File: config.mk
export PLATFORM = sky130hd
export DESIGN_NAME = flash_port_arbiter
export DESIGN_NICKNAME = d
export VERILOG_FILES = /design/src/rtl/flash_arb_pkg.sv /design/src/rtl/flash_arb_starve_ctr.sv /design/src/rtl/flash_port_arbiter.sv
export SDC_FILE = /design/constraint.sdc
export NUM_CORES = 1
export LEC_CHECK = 0
export CAP_MARGIN = 30
export CORE_MARGIN = 2
export CORE_UTILIZATION = 43
export DETAILED_ROUTE_END_ITERATION = 10
export PLACE_DENSITY = 0.86
export SLEW_MARGIN = 20
export SYNTH_ARGS = -nofsm -noshare
export SYNTH_HDL_FRONTEND = slang
export SYNTH_SLANG_ARGS = --single-unit
File: constraint.sdc
create_clock -name clk -period 3.9 [get_ports clk]
set_clock_uncertainty 0.15 [all_clocks]
set_input_delay 0.78 -clock clk [delete_from_list [all_inputs] [get_ports clk]]
set_output_delay 0.78 -clock clk [all_outputs]
set_load 0.01 [all_outputs]
File: src/rtl/flash_arb_pkg.sv
// Shared types and sizing helpers for the program-flash port arbiter.
package flash_arb_pkg;

    // Records which requester owns the read that is in flight to the flash.
    typedef enum logic [1:0] {
        OWN_NONE  = 2'd0,
        OWN_FETCH = 2'd1,
        OWN_LPM   = 2'd2
    } owner_t;

    localparam int FLASH_WIDTH_DEF  = 14;
    localparam int STARVE_LIMIT_DEF = 4;

    // The starve counter must be able to hold STARVE_LIMIT. A limit of 0 still needs a
    // 1-bit counter so that the vector stays legal.
    function automatic int starve_cnt_w(input int limit);
        int w;
        if (limit < 1) begin
            w = 1;
        end else begin
            w = $clog2(limit + 1);
        end
        return w;
    endfunction

    localparam int STARVE_W_DEF = starve_cnt_w(STARVE_LIMIT_DEF);

endpackage

File: src/rtl/flash_arb_starve_ctr.sv
// Saturating count of consecutive cycles in which fetch asked and was refused.
// When the count reaches STARVE_LIMIT, force_fetch tells the arbiter to let fetch
// through on the next contended cycle. STARVE_LIMIT = 0 disables the guard.
module flash_arb_starve_ctr
    import flash_arb_pkg::*;
#(
    parameter int STARVE_LIMIT = 4
) (
    input  logic clk,
    input  logic rst_n,
    input  logic ifetch_req,
    input  logic ifetch_gnt,
    output logic force_fetch
);

    localparam int CW = starve_cnt_w(STARVE_LIMIT);
    localparam logic [CW-1:0] LIMIT = CW'(STARVE_LIMIT);

    logic [CW-1:0] cnt;

    // Count refusals. A grant or a withdrawn request restarts the count.
    always_ff @(posedge clk or negedge rst_n) begin
        if (!rst_n) begin
            cnt <= '0;
        end else if (!ifetch_req || ifetch_gnt) begin
            cnt <= '0;
        end else if (cnt != LIMIT) begin
            cnt <= cnt + 1'b1;
        end
    end

    // A limit of 0 gives strict LPM priority, so the guard never fires.
    assign force_fetch = (STARVE_LIMIT > 0) && (cnt == LIMIT);

endmodule

File: src/rtl/flash_port_arbiter.sv
// Lets instruction fetch and the LPM byte-load path share the single-port program
// flash. Each cycle at most one requester is granted. The owner of each read is
// tagged so that the word or byte coming back is steered to that owner one cycle
// later. LPM normally has priority, and a starvation guard bounds how long fetch
// can be held off.
module flash_port_arbiter
    import flash_arb_pkg::*;
#(
    parameter int FLASH_WIDTH  = FLASH_WIDTH_DEF,
    parameter int STARVE_LIMIT = STARVE_LIMIT_DEF
) (
    input  logic                   clk,
    input  logic                   rst_n,

    input  logic                   ifetch_req,
    input  logic [FLASH_WIDTH-1:0] ifetch_addr,
    output logic                   ifetch_gnt,
    output logic                   ifetch_valid,
    output logic [15:0]            ifetch_data,

    input  logic                   lpm_req,
    input  logic [FLASH_WIDTH:0]   lpm_addr,
    output logic                   lpm_gnt,
    output logic                   lpm_valid,
    output logic [7:0]             lpm_data,

    output logic                   flash_ce,
    output logic [FLASH_WIDTH-1:0] flash_a,
    input  logic [15:0]            flash_d
);

    logic        force_fetch;
    owner_t      owner_q;
    logic        sel_q;
    logic [15:0] ifetch_hold;
    logic [7:0]  lpm_hold;
    logic [7:0]  lpm_byte;

    flash_arb_starve_ctr #(
        .STARVE_LIMIT (STARVE_LIMIT)
    ) u_starve (
        .clk         (clk),
        .rst_n       (rst_n),
        .ifetch_req  (ifetch_req),
        .ifetch_gnt  (ifetch_gnt),
        .force_fetch (force_fetch)
    );

    // Arbitration and address mux. LPM wins a contended cycle unless fetch has been
    // starved. When idle, the fetch address is kept on flash_a so the bus stays quiet.
    always_comb begin
        lpm_gnt    = lpm_req && !(ifetch_req && force_fetch);
        ifetch_gnt = ifetch_req && !lpm_gnt;
        flash_ce   = ifetch_gnt || lpm_gnt;
        flash_a    = lpm_gnt ? lpm_addr[FLASH_WIDTH:1] : ifetch_addr;
    end

    // Tag the read issued this cycle. The byte select is kept alongside the LPM tag.
    always_ff @(posedge clk or negedge rst_n) begin
        if (!rst_n) begin
            owner_q <= OWN_NONE;
            sel_q   <= 1'b0;
        end else begin
            if (ifetch_gnt) begin
                owner_q <= OWN_FETCH;
            end else if (lpm_gnt) begin
                owner_q <= OWN_LPM;
            end else begin
                owner_q <= OWN_NONE;
            end
            if (lpm_gnt) begin
                sel_q <= lpm_addr[0];
            end
        end
    end

    assign lpm_byte = sel_q ? flash_d[15:8] : flash_d[7:0];

    // Capture returned data for its owner so each port holds its last value. The
    // registers update only on their own port's response cycle.
    always_ff @(posedge clk or negedge rst_n) begin
        if (!rst_n) begin
            ifetch_hold <= 16'h0000;
            lpm_hold    <= 8'h00;
        end else begin
            if (owner_q == OWN_FETCH) begin
                ifetch_hold <= flash_d;
            end
            if (owner_q == OWN_LPM) begin
                lpm_hold <= lpm_byte;
            end
        end
    end

    // The flash already registers its read, so the tagged cycle can present flash_d
    // directly. This keeps the grant-to-valid latency at one cycle. Without a tag,
    // flash_d cannot reach either port.
    assign ifetch_valid = (owner_q == OWN_FETCH);
    assign lpm_valid    = (owner_q == OWN_LPM);
    assign ifetch_data  = ifetch_valid ? flash_d : ifetch_hold;
    assign lpm_data     = lpm_valid ? lpm_byte : lpm_hold;

endmodule

### Word-level counts from Yosys, hierarchy flattened

Cells that the tools add are included.
Widths: inputs -> output; s select.

* bits in registers: 30
* input bits: 49
* output and inout bits: 43

* $add $sub $neg: 1
* eq/ne operators: 4
* mux-type cells: 8
* reductions and logical operators: 9

Operators by type and width (count)
* $mux 16: 1
* $mux 8: 2
* $mux 14: 1
* $mux 3: 2
* $mux 2: 2
* $add 3x1->3 const B: 1
* $eq 3x3->1 const B: 1
* $logic_and 1x1->1: 3
* $logic_not 1->1: 3
* $ne 3x3->1 const B: 1
* $eq 2x1->1 const B: 1
* $eq 2x2->1 const B: 1
* $logic_or 1x1->1: 2
* $reduce_bool 2->1: 1

### Depth between registers and ports, before layout

* depth after elaboration: 8
* gate-level depth with buffers: 7
* depth with buffers taken out: 4

### By module

Synthesis repeated with hierarchy kept, for this count alone.

* cell total of the unflattened synthesis: 104
* area total of the unflattened synthesis: 1536.5 µm²

By module, submodules not included
* flash_port_arbiter: times used 1, cells each 86, area an instance 1353.8 µm², sequential area each 675.6 µm²
* flash_arb_starve_ctr: times used 1, cells each 18, area an instance 182.7 µm², sequential area each 75.1 µm²

### Worst setup path after synthesis

No wires, ideal clock.

* path type: input to output
* start point: input ifetch_req
* end point: output flash_a[10]
* arrival time: 1.444 ns
* required time: 2.970 ns
* slack: 1.526 ns
* stages: 4
* buffers on the path: 2
* cell sequence: buf_2 -> clkbuf_1 -> nand4_1 -> o211ai_2

* longest elaborated chain between the ends: 4

RTL lines
* start: declaration: line flash_port_arbiter.sv:15 `input logic ifetch_req,`
* $logic_and 1x1->1: line flash_port_arbiter.sv:52 `lpm_gnt = lpm_req && !(ifetch_req && force_fetch);`
* $logic_not 1->1: line flash_port_arbiter.sv:52
* $logic_and 1x1->1: line flash_port_arbiter.sv:52
* $mux 14: line flash_port_arbiter.sv:55 `flash_a = lpm_gnt ? lpm_addr[FLASH_WIDTH:1] : ifetch_addr;`
* end: declaration: line flash_port_arbiter.sv:28 `output logic [FLASH_WIDTH-1:0] flash_a,`

Every way passes these cells.

### Worst setup path in the final report

* start point: input lpm_req
* end point: output flash_a[9]

* longest elaborated chain between the ends: 2

RTL lines
* start: declaration: line flash_port_arbiter.sv:21 `input logic lpm_req,`
* $logic_and 1x1->1: line flash_port_arbiter.sv:52
* $mux 14: line flash_port_arbiter.sv:55

Every way passes these cells.

==> impl_results.md <==
* GRT Residual Overflow at 0
* Cells after Synth at 156
* Row count at 23
* Hold-fix buffers at CTS at 0
* Area delta synth->final at 54.4%
* WP data required at 2.97 ns
* Number of distinct library cells after synthesis at 24
* Final Wtd Congestion at 0.659
* Met1 Resource Use GR at 22.7%
* Relative slew slack at roughly three fifths
* ANT cells at 0
* Top cell by count, worst path: clkdlybuf4s50_1
* Pwr/cell area at 347 nW/um^2
* I/O Buffers at 91
* First-pass GRT wire length at 6.88 mm
* FF+latch count, synth at 30
* Die Y at a little under 70 um
* Initial core utilization at 45.0%
* Nets at 294
* RSZ-0062 raised after global routing: false
* Setup TNS at 0 ns
* Area contributors post-synth: dfrtp_1 41%, mux2_2 13%, mux2_4 8.3%
* M3 GR Usage at 8.44%
* Final ANT Viol Nets at 0
* WHS Endpoint: u_starve.cnt[0]
* Met2 Track Usage GR at between 30% and 40%
* CTS tree: built
* R2r worst-path depth at 4
* Final Hold Fails at 0
* Initial antenna violation count at 0
* Class of the worst hold path: register to register
* CTS sink count at 30
* Clock root buffer: clkbuf_8
* WP buf/inv at 3
* Placed inst area at 2710 um^2
* Crit path max fanout at 27
* Worst VDD drop at 0.148 mV
* Average size of a mapped cell at 11.6 um^2
* Worst EP arrival at 2.42 ns
* Clock buffer depth at 2
* Clk pin slew, worst setup/hold paths at 0.06 ns
* Register area share after synthesis at 41.4%
* Vias/cell at 5.09
* CTS buffer count at 5
* Largest net degree at the start of global routing at 31
* Max Fclk at 0.299 GHz
* Final HPWL DP at ~3.2 mm
* Max Slew Vio Count at 0
* WS Path Type: primary input to output pin
* Final std cell area, no fill at roughly 2800 um^2
* Final setup violation count at 0
* Clock Latency Late Sink at about 0.28 ns
* Number of H-tree levels at 2
* Critical path endpoint category: output pin
* Min-delay src: u_starve.cnt[0]
* Gr busiest metal: met2
* Tightest Pin Transition at 0.625 ns
* Yosys top cell area share at 41.4%
* Critical path's top delay family: buffers and inverters
* Cell Chain, Critical Path: clkdlybuf4s50_1 -> buf_12 -> nand2_1 -> o211ai_2 -> clkdlybuf4s50_1
* DR DRC count at 0
* Setup repair bufs after CTS at 0
* Vias at 1,497
* First-pass DRT Iterations at 3
* Vias in the first global route at 1,550
* Post-cts sizing count at 0
* Worst setup SP type: primary input
* Final min period at 3.35 ns
* Reg2reg end: sel_q
* Critical path origin: lpm_req
* LEAKAGE at 1.14 nW
* Max Cap Viol at 0
* Layout cells sized above 1 at a little under a quarter
* Routed wire length at between 4 and 5 mm
* Ports at 92
* Slowest-stage cell, CP: clkdlybuf4s50_1
* Max stage delay on crit path at about 0.66 ns
* Post-synth top area cell: dfrtp_1
* Synthesis Warnings at 0
* Worst r2r src: u_starve.cnt[0]
* Post-DR wirelength/cell at 14.6 um
* Outcome: finished clean
* Die Area at 4750 um^2
* Cell Area, Synth at about 1800 um^2
* GRT Overall Usage at 19.6%
* Hold path cells at 1
* DRC marker count from the first detailed-route iteration at 85
* Synthesized net count at 207
* Worst R2R Setup Slack at approximately 2 ns
* Die Wd at 68.9 um
* Final period util at 85.9%
* CORE AREA at a little over 4000 um^2
## per-layer routing
metal / vias to the layer above / part of all wire, %
met3: 6 / 12
met4: 0 / 1.3
li1: 733 / -
met5: - / 0
met1: 687 / 40
met2: 71 / 47
## logic make-up (layout without fill, tap and decap cells)
group                    count (synthesis)  after routing  synth area share (%)
AO/OA/AOI/OAI                           17             17                  9.66
adder cells (fa/ha/maj)                  2              2                  1.38
buffers and inverters                   18            106                  7.66
flip-flops                              30             30                  41.4
multiplexers                            32             32                  21.9
AND/OR/NAND/NOR                         57             57                  17.9
## registers in the layout, summed over array words and instances (netlist names)
name          flops
u_starve.cnt      3
lpm_hold          8
owner_q           2
sel_q             1
ifetch_hold      16
## synthesized netlist by cell type, drive strengths merged
master	n
nand2	17
buf	12
nand4	15
o211ai	15
a21oi	1
a21boi	1
clkbuf	4
inv	2
or2	1
ha	2
dfrtp	30
mux2	32
and3	1
and4	1
nor2b	4
or3b	1
nor3b	1
nand2b	16
## layout by cell type, fill, tap and decap left out, types with 5 or more instances in the layout
cell,Yosys,routed
clkbuf_8,0,6
clkdlybuf4s50_1,0,91
dfrtp_1,30,30
mux2_2,21,21
mux2_4,10,10
nand2_1,17,17
nand2b_1,16,16
nand4_1,15,15
o211ai_1,5,5
o211ai_2,10,10
## power breakdown
part | total (mW) | leakage (nW) | internal (mW) | switching [mW]
combinational | 0.343 | 0.728 | 0.217 | 0.126
clock | 0.251 | 0.0482 | 0.142 | 0.109
sequential | 0.377 | 0.360 | 0.360 | 0.0172
## worst reg2reg max path, cell delays in order (launching register included)
cell and delay [ns]:
dfrtp_1 0.39, inv_1 0.07, ha_1 0.55, and3_4 0.46, o211ai_1 0.13
## layout make-up
class	instances	area, um^2
inverters	2	7.51
clock inverters	1	5.00
fillers	327	1230
multi-input cells	108	926
flip-flops and latches	30	751
repair buffers	96	961
clock buffers	7	86.3
well taps	50	62.6
## worst max-delay path by stage
stage | to | cells after the start
after floorplan | flash_a[10] | 4
after global placement | flash_a[13] | 4
after detailed placement | flash_a[7] | 5
after CTS | ifetch_gnt | 4
after global routing | ifetch_gnt | 5
final | flash_a[9] | 5
## stage by stage
stage / util, % / power, mW / cells / hold slack [ns] / worst slack (ns)
after floorplan: - / 0.532 / 156 / 0.285 / 1.53
after global placement: 67.2 / 0.718 / 286 / 0.306 / 0.545
after detailed placement: 67.2 / 0.729 / 286 / 0.318 / 0.543
after CTS: 69.5 / 0.987 / 294 / 0.326 / 0.539
after global routing: 69.5 / 1.03 / 294 / 0.346 / 0.415
final: 69.5 / 0.971 / 294 / 0.318 / 0.550
Power figures use the tool's default switching activity.
